**src/rtl/spi_arb_pkg.sv**
```systemverilog
// rtl/spi_arb_pkg.sv - shared types and sizes for the two-master SPI flash arbiter
package spi_arb_pkg;

  localparam int NUM_MASTERS = 2;
  localparam int SD_W        = 4;
  localparam int OWNER_W     = 1;

  typedef enum logic [1:0] {
    ST_IDLE  = 2'd0,
    ST_OWN   = 2'd1,
    ST_GUARD = 2'd2
  } arb_state_e;

  function automatic logic [NUM_MASTERS-1:0] owner_onehot(input logic [OWNER_W-1:0] owner);
    logic [NUM_MASTERS-1:0] oh;
    oh = '0;
    oh[owner] = 1'b1;
    return oh;
  endfunction

endpackage

```
**src/rtl/spi_arb_rr.sv**
```systemverilog
// rtl/spi_arb_rr.sv - two-way round-robin pick; on a tie the master that did not own last wins
module spi_arb_rr
  import spi_arb_pkg::*;
(
  input  logic [NUM_MASTERS-1:0] req,
  input  logic [OWNER_W-1:0]     last_owner,
  output logic                   valid,
  output logic [OWNER_W-1:0]     owner
);

  always_comb begin
    valid = |req;
    owner = last_owner;
    if (req[0] && req[1]) begin
      owner = ~last_owner;
    end else if (req[1]) begin
      owner = 1'b1;
    end else if (req[0]) begin
      owner = 1'b0;
    end
  end

endmodule

```
**src/rtl/spi_flash_arbiter.sv**
```systemverilog
// rtl/spi_flash_arbiter.sv - shares one SPI flash between two masters with guard gap
// Define SPI_ARB_TIMEOUT_EN to add a forced release after TIMEOUT_CYCLES of ownership.
module spi_flash_arbiter
  import spi_arb_pkg::*;
#(
  parameter int GUARD_CYCLES   = 2,
  parameter int TIMEOUT_CYCLES = 65535
) (
  input  logic                         clk_i,
  input  logic                         rst_i,
  input  logic [NUM_MASTERS-1:0]       req_i,
  output logic [NUM_MASTERS-1:0]       gnt_o,
  input  logic [NUM_MASTERS-1:0]       m_csb_i,
  input  logic [NUM_MASTERS-1:0]       m_sck_i,
  input  logic [NUM_MASTERS*SD_W-1:0]  m_sd_i,
  input  logic [NUM_MASTERS*SD_W-1:0]  m_sd_oe_i,
  output logic [NUM_MASTERS*SD_W-1:0]  m_sd_o,
  output logic                         flash_csb_o,
  output logic                         flash_sck_o,
  output logic [SD_W-1:0]              flash_sd_o,
  output logic [SD_W-1:0]              flash_sd_oe_o,
  input  logic [SD_W-1:0]              flash_sd_i,
  output logic                         violation_o,
  output logic                         timeout_o
);

  localparam int GW = (GUARD_CYCLES > 1) ? $clog2(GUARD_CYCLES) : 1;
  localparam logic [GW-1:0] GUARD_LOAD = GW'(GUARD_CYCLES - 1);

  arb_state_e             state;
  logic [OWNER_W-1:0]     owner;
  logic [OWNER_W-1:0]     last_owner;
  logic [NUM_MASTERS-1:0] gnt;
  logic [GW-1:0]          guard_cnt;
  logic                   violation;

  logic [NUM_MASTERS-1:0] arb_req;
  logic                   rr_valid;
  logic [OWNER_W-1:0]     rr_owner;
  logic                   release_ok;
  logic                   force_release;
  logic                   own_end;

  // Release needs both: owner no longer asking and its transfer has ended.
  assign release_ok = (state == ST_OWN) && !req_i[owner] && m_csb_i[owner];
  assign own_end    = release_ok || force_release;

`ifdef SPI_ARB_TIMEOUT_EN
  localparam int TW = (TIMEOUT_CYCLES > 1) ? $clog2(TIMEOUT_CYCLES + 1) : 1;
  localparam logic [TW-1:0] TIMEOUT_LAST = TW'(TIMEOUT_CYCLES - 1);

  logic [TW-1:0]          to_cnt;
  logic [NUM_MASTERS-1:0] mask;
  logic                   timeout_q;
  logic                   to_hit;

  assign to_hit        = (state == ST_OWN) && (to_cnt == TIMEOUT_LAST);
  assign force_release = to_hit && !release_ok;
  assign arb_req       = req_i & ~mask;
  assign timeout_o     = timeout_q;

  // A timed-out master stays masked until it lets go of its request.
  always_ff @(posedge clk_i) begin
    if (rst_i) begin
      to_cnt    <= '0;
      mask      <= '0;
      timeout_q <= 1'b0;
    end else begin
      timeout_q <= force_release;
      mask      <= (mask & req_i) | (force_release ? owner_onehot(owner) : '0);
      if (state == ST_OWN && !own_end) begin
        to_cnt <= to_cnt + 1'b1;
      end else begin
        to_cnt <= '0;
      end
    end
  end
`else
  assign force_release = 1'b0;
  assign arb_req       = req_i;
  assign timeout_o     = 1'b0;
`endif

  spi_arb_rr u_rr (
    .req        (arb_req),
    .last_owner (last_owner),
    .valid      (rr_valid),
    .owner      (rr_owner)
  );

  always_ff @(posedge clk_i) begin
    if (rst_i) begin
      state      <= ST_IDLE;
      owner      <= '0;
      last_owner <= 1'b1;
      gnt        <= '0;
      guard_cnt  <= '0;
      violation  <= 1'b0;
    end else begin
      violation <= violation | (|(~m_csb_i & ~gnt));
      case (state)
        ST_IDLE: begin
          if (rr_valid) begin
            state      <= ST_OWN;
            owner      <= rr_owner;
            last_owner <= rr_owner;
            gnt        <= owner_onehot(rr_owner);
          end
        end
        ST_OWN: begin
          if (own_end) begin
            gnt <= '0;
            if (GUARD_CYCLES == 0) begin
              state <= ST_IDLE;
            end else begin
              state     <= ST_GUARD;
              guard_cnt <= GUARD_LOAD;
            end
          end
        end
        ST_GUARD: begin
          if (guard_cnt == '0) begin
            state <= ST_IDLE;
          end else begin
            guard_cnt <= guard_cnt - 1'b1;
          end
        end
        default: begin
          state <= ST_IDLE;
          gnt   <= '0;
        end
      endcase
    end
  end

  // Pin mux is combinational so the owner sees no extra latency to the flash.
  always_comb begin
    flash_csb_o   = 1'b1;
    flash_sck_o   = 1'b0;
    flash_sd_o    = '0;
    flash_sd_oe_o = '0;
    m_sd_o        = '0;
    if (state == ST_OWN) begin
      for (int k = 0; k < NUM_MASTERS; k++) begin
        if (OWNER_W'(k) == owner) begin
          flash_csb_o                = m_csb_i[k];
          flash_sck_o                = m_sck_i[k];
          flash_sd_o                 = m_sd_i[k*SD_W +: SD_W];
          flash_sd_oe_o              = m_sd_oe_i[k*SD_W +: SD_W];
          m_sd_o[k*SD_W +: SD_W]     = flash_sd_i;
        end
      end
    end
  end

  assign gnt_o       = gnt;
  assign violation_o = violation;

endmodule

```
**config.mk**
```make
export PLATFORM = sky130hd
export DESIGN_NAME = spi_flash_arbiter
export DESIGN_NICKNAME = d
export VERILOG_FILES = /design/src/rtl/spi_arb_pkg.sv /design/src/rtl/spi_arb_rr.sv /design/src/rtl/spi_flash_arbiter.sv
export SDC_FILE = /design/constraint.sdc
export NUM_CORES = 1
export LEC_CHECK = 0
export CORE_MARGIN = 10
export CORE_UTILIZATION = 31
export DETAILED_ROUTE_END_ITERATION = 16
export HOLD_SLACK_MARGIN = 0.03
export PLACE_DENSITY = 0.89
export SKIP_CTS_REPAIR_TIMING = 1
export SYNTH_ARGS = -nofsm -noshare
export SYNTH_HDL_FRONTEND = slang
export SYNTH_SLANG_ARGS = --single-unit
```
**constraint.sdc**
```tcl
create_clock -name clk_i -period 1.57 [get_ports clk_i]
set_clock_uncertainty 0.2 [all_clocks]
set_input_delay 0.471 -clock clk_i [delete_from_list [all_inputs] [get_ports clk_i]]
set_output_delay 0.471 -clock clk_i [all_outputs]
set_load 0.1 [all_outputs]
```
==> summary.txt, run 1 <==
Clock tree
  • Root buffer cell: clkbuf_4
  • Num CTS Buffers: 3
  • Clk buf depth: 2
  • H-tree Lvls: 1
  • Clock Sinks: 8

Floorplanning
  • Die Y: 63.3 um
  • Row Count: 15
  • Die Wd: 63.3 um
  • Initial Util: 33.3%
  • I/O Pins: 50

Yosys
  • Commonest cells post-synth: nor2_1, mux2i_1, dfxtp_1, a21oi_1
  • Sequential cell area fraction in the yosys report: 27.5%
  • Synthesized area: 582 sq um
  • Ys flop type: dfxtp_1
  • Mux contribution to synthesized area: 17.2%
  • Synth top area share: 27.5%
  • Net count after synthesis: 105
  • Synth Area in Compound Gates: 14.0%
  • Largest family of logic cells by synthesized area: simple AND/OR/NAND/NOR gates
  • Synth area leaders: dfxtp_1, mux2i_1, nor2_1
  • Post-synthesis average cell area: 7.56 sq um
  • Synth Instances: 77
  • Synth Area in Simple Gates: 33.3%
  • Async S/R FF share, synth: 0%
  • Synth Warn #: 0
  • Post-Synth XOR/XNOR Area: 0%
  • Synth Area in Adders: 0%
  • Leading area contributor after synthesis: dfxtp_1
  • Flops & latches, synth: 8
  • Count leader, synth: nor2_1
  • EDFF count, synth: 0
  • Synth unique cells: 25

STA
  • Post-GRT worst EP: flash_csb_o
  • WEP type: output port

Status
  • Run status: did not finish
  • Halt Stage: global routing
  • Stop err: [ERROR DPL-0038] Utilization greater than 100%, impossible to legalize

Place
  • IO buf count: 48
  • Dpl hpwl: 2440 um
  • Gpl congestion: 0.839

GRT
  • Largest net degree at the start of global routing: 9
through the flow:
step	TNS [ns]	instances	setup slack (ns)	area (sq um)
after CTS	-9.53	163	-0.504	1510
after global placement	-10.19	160	-0.459	1490
after floorplan	-4.22	77	-0.310	719
after detailed placement	-10.83	160	-0.503	1490
cell families after synthesis:
kind of cell	after synthesis
AND/OR/NAND/NOR	37
other	1
flip-flops	8
AO/OA/AOI/OAI	13
buffers and inverters	8
multiplexers	10
==> inputs of run 2 (changes only) <==
Settings changed: CORE_AREA set to 10 10 71 73, CORE_MARGIN 10 to not set, CORE_UTILIZATION 31 to not set, DIE_AREA set to 0 0 81 83, HOLD_SLACK_MARGIN 0.03 to not set, PLACE_DENSITY 0.89 to not set, PLACE_DENSITY_LB_ADDON set to 0.15.
==> summary.txt, run 2 <==
Status
  • Run status: finished, violations left
  • Failing checks: setup timing

GRT
  • Global route overflow: 0
  • Largest net degree at the start of global routing: 9
  • Initial antenna violation count: 0
  • Global-route wire length before repair: 4040 um
  • Vias in the first global route: 786
  • Gr usage total: 7.45%

Finish
  • Area growth from synthesis to layout: 206%
  • Area of the multi-input gates: 613 sq um
  • Commonest non-fill, non-tap cell in the layout: dlymetal6s2s_1
  • Most frequent cells in the layout: dlymetal6s2s_1, buf_12, buf_4
  • Filler Cell Count: 337
  • Layout cells sized above 1: 58.1%
  • ANT cells: 0
  • Register Area: 170 sq um
  • Nets: 166

Floorplanning
  • Initial Util: 16.0% (-17 points)
  • Row Count: 22 (+7)
  • Die Y: 83 um (+31%)
  • Die area: 0.00672 sq mm
  • Die Wd: 81 um (+28%)
  • I/O Pins: 50 (unchanged)
  • Core area: 0.00363 sq mm

Worst setup path
  • Crit-path leading delay family: flip-flops
  • Reg2reg end: state[1]
  • Worst Path Max Fanout: 8
  • Critical path data required time: 0.90 ns
  • Reg-to-reg setup timing slack: 0.05 ns
  • Worst-path cell chain: buf_12 -> mux2i_2 -> nand2_2 -> buf_12
  • Worst Setup End Kind: primary output
  • Critical Path AT: 1.28 ns
  • Type of the worst setup path: flip-flop to primary output
  • Top cell by count, worst path: buf_12
  • Register-to-Register Path Depth: 4
  • RR Startpoint: owner
  • Crit path buf inv count: 2
  • CP max stage cell: dfxtp_4
  • CP max stage delay: 0.38 ns
  • Crit path launch type: flip-flop

Worst hold path
  • Hold Path Stages: 2
  • Min-Delay Startpoint: guard_cnt
  • WHS Endpoint: state[1]
  • Worst Hold Class: flip-flop to flip-flop

Yosys
  • Async S/R FF share, synth: 0% (unchanged)
  • Synth area leaders: dfxtp_1, mux2i_1, nor2_1
  • Synth Warn #: 0 (unchanged)
  • Net count after synthesis: 105 (unchanged)
  • EDFF count, synth: 0 (unchanged)
  • Synthesized area: 582 sq um (unchanged)
  • Leading area contributor after synthesis: dfxtp_1
  • Post-synthesis average cell area: 7.56 sq um (unchanged)
  • Ys flop type: dfxtp_1
  • Count leader, synth: nor2_1
  • Synth Instances: 77 (unchanged)
  • Sequential cell area fraction in the yosys report: 27.5% (unchanged)
  • Commonest cells post-synth: nor2_1, mux2i_1, dfxtp_1, a21oi_1
  • Flops & latches, synth: 8 (unchanged)
  • Synth unique cells: 25 (unchanged)
  • Synth top area share: 27.5% (unchanged)

Routing
  • Initial drt markers: 4
  • Routed vias: 776
  • Post-route ant nets: 0
  • Residual DRC: 0
  • TritonRoute pass-1 iters: 2
  • Final WL: 2740 um
  • DR vias/cell: 4.22
  • DR WL/cell: 14.9 um

STA
  • Final hold viol count: 0
  • Final period utilization: 124%
  • Final slew viol count: 0
  • Min Tclk post-route: 1.95 ns
  • Final setup margin: -0.377 ns
  • Final setup fails: 18
  • RSZ-0062 raised after global routing: true
  • Fmax: 0.514 GHz

Clock tree
  • TritonCTS clock tree: yes
  • Clock latency at the later pin of the worst-skew pair: 0.23 ns
  • Clock transition at path regs: 0.04 ns
  • Clk buf depth: 2 (unchanged)
  • Root buffer cell: clkbuf_8
  • H-tree Lvls: 1 (unchanged)
  • Num CTS Buffers: 3 (unchanged)
  • Clock Sinks: 8 (unchanged)

Power
  • Leakage power: 0.866 nW
  • Power Density: 730 mW/mm^2
  • PnR Total Power: 1.30 mW
  • Worst VDD drop: 0.670 mV

Place
  • Gpl congestion: 0.826 (-1.5%)
  • Dpl hpwl: 2330 um (-4.6%)
  • Pre-CTS setup slack: -0.486 ns (+0.0170 ns)
  • IO buf count: 48 (unchanged)

Flow run
  • Max_cap viols: 0
run 2: cell counts after synthesis:
No cell type changed its count.
run 2: layout make-up:
cell class	count	share of cell area [%]
clock buffer	3	2.32
inverter	3	0.633
multi-input combinational	61	34.5
sequential	8	9.57
tap	48	3.38
timing repair buffer	61	49.6
run 2: per-layer routing:
layer,global-route usage [%],up-vias,routed length (um)
met1,8.49,348,1220
met4,2.35,0,30
met2,12.0,39,1210
met5,0,-,0
met3,3.34,2,272
li1,-,387,-
run 2: how the worst max path moves through the flow:
stage                     startpoint                to  slack [ns]  cells after the start
after global placement    m_csb_i[0]       flash_csb_o       -0.49                      4
after global routing           owner  flash_sd_oe_o[1]       -0.40                      4
after CTS                 m_csb_i[0]       flash_csb_o       -0.49                      4
final                          owner       flash_csb_o       -0.38                      4
after floorplan                owner     flash_sd_o[0]       -0.31                      4
after detailed placement  m_csb_i[0]       flash_csb_o       -0.49                      4
run 2: worst reg2reg max path, stage by stage (launching register included):
cell     delay, ns
dfxtp_4       0.36
buf_12        0.15
or3b_4        0.41
a21o_1        0.21
a21oi_2       0.11
run 2: kinds of logic (layout without fill, tap and decap cells):
group                  Yosys count  after routing  synth area share, %
other                            1              1                0.645
multiplexers                    10             10                 17.2
AND/OR/NAND/NOR                 37             37                 33.3
buffers and inverters            8             67                 7.31
flip-flops                       8              8                 27.5
AO/OA/AOI/OAI                   13             13                 14.0
run 2: power by group:
group          switching (mW)  internal, mW  leakage, nW
clock                  0.0873         0.167       0.0216
sequential             0.0185         0.221       0.0682
combinational           0.465         0.339        0.777
run 2: metrics by stage:
step | instance area, sq um | hold WS, ns | TNS (ns) | cells | utilization, %
final | 1780 | 0.277 | -5.77 | 184 | 48.9
after global routing | 1780 | 0.304 | -6.52 | 184 | 48.9
after CTS | 1550 | 0.271 | -8.94 | 184 | 42.6
after detailed placement | 1510 | 0.265 | -10.42 | 181 | 41.4
after global placement | 1510 | 0.244 | -10.03 | 181 | 41.4
after floorplan | 719 | 0.237 | -4.22 | 77 | -
Power figures use the tool's default switching activity.
==> inputs of run 3 (changes only) <==
Settings changed: HOLD_SLACK_MARGIN set to 0.1.
==> results of run 3 <==
Final layout, timing and power as in run 2 (identical DEF).
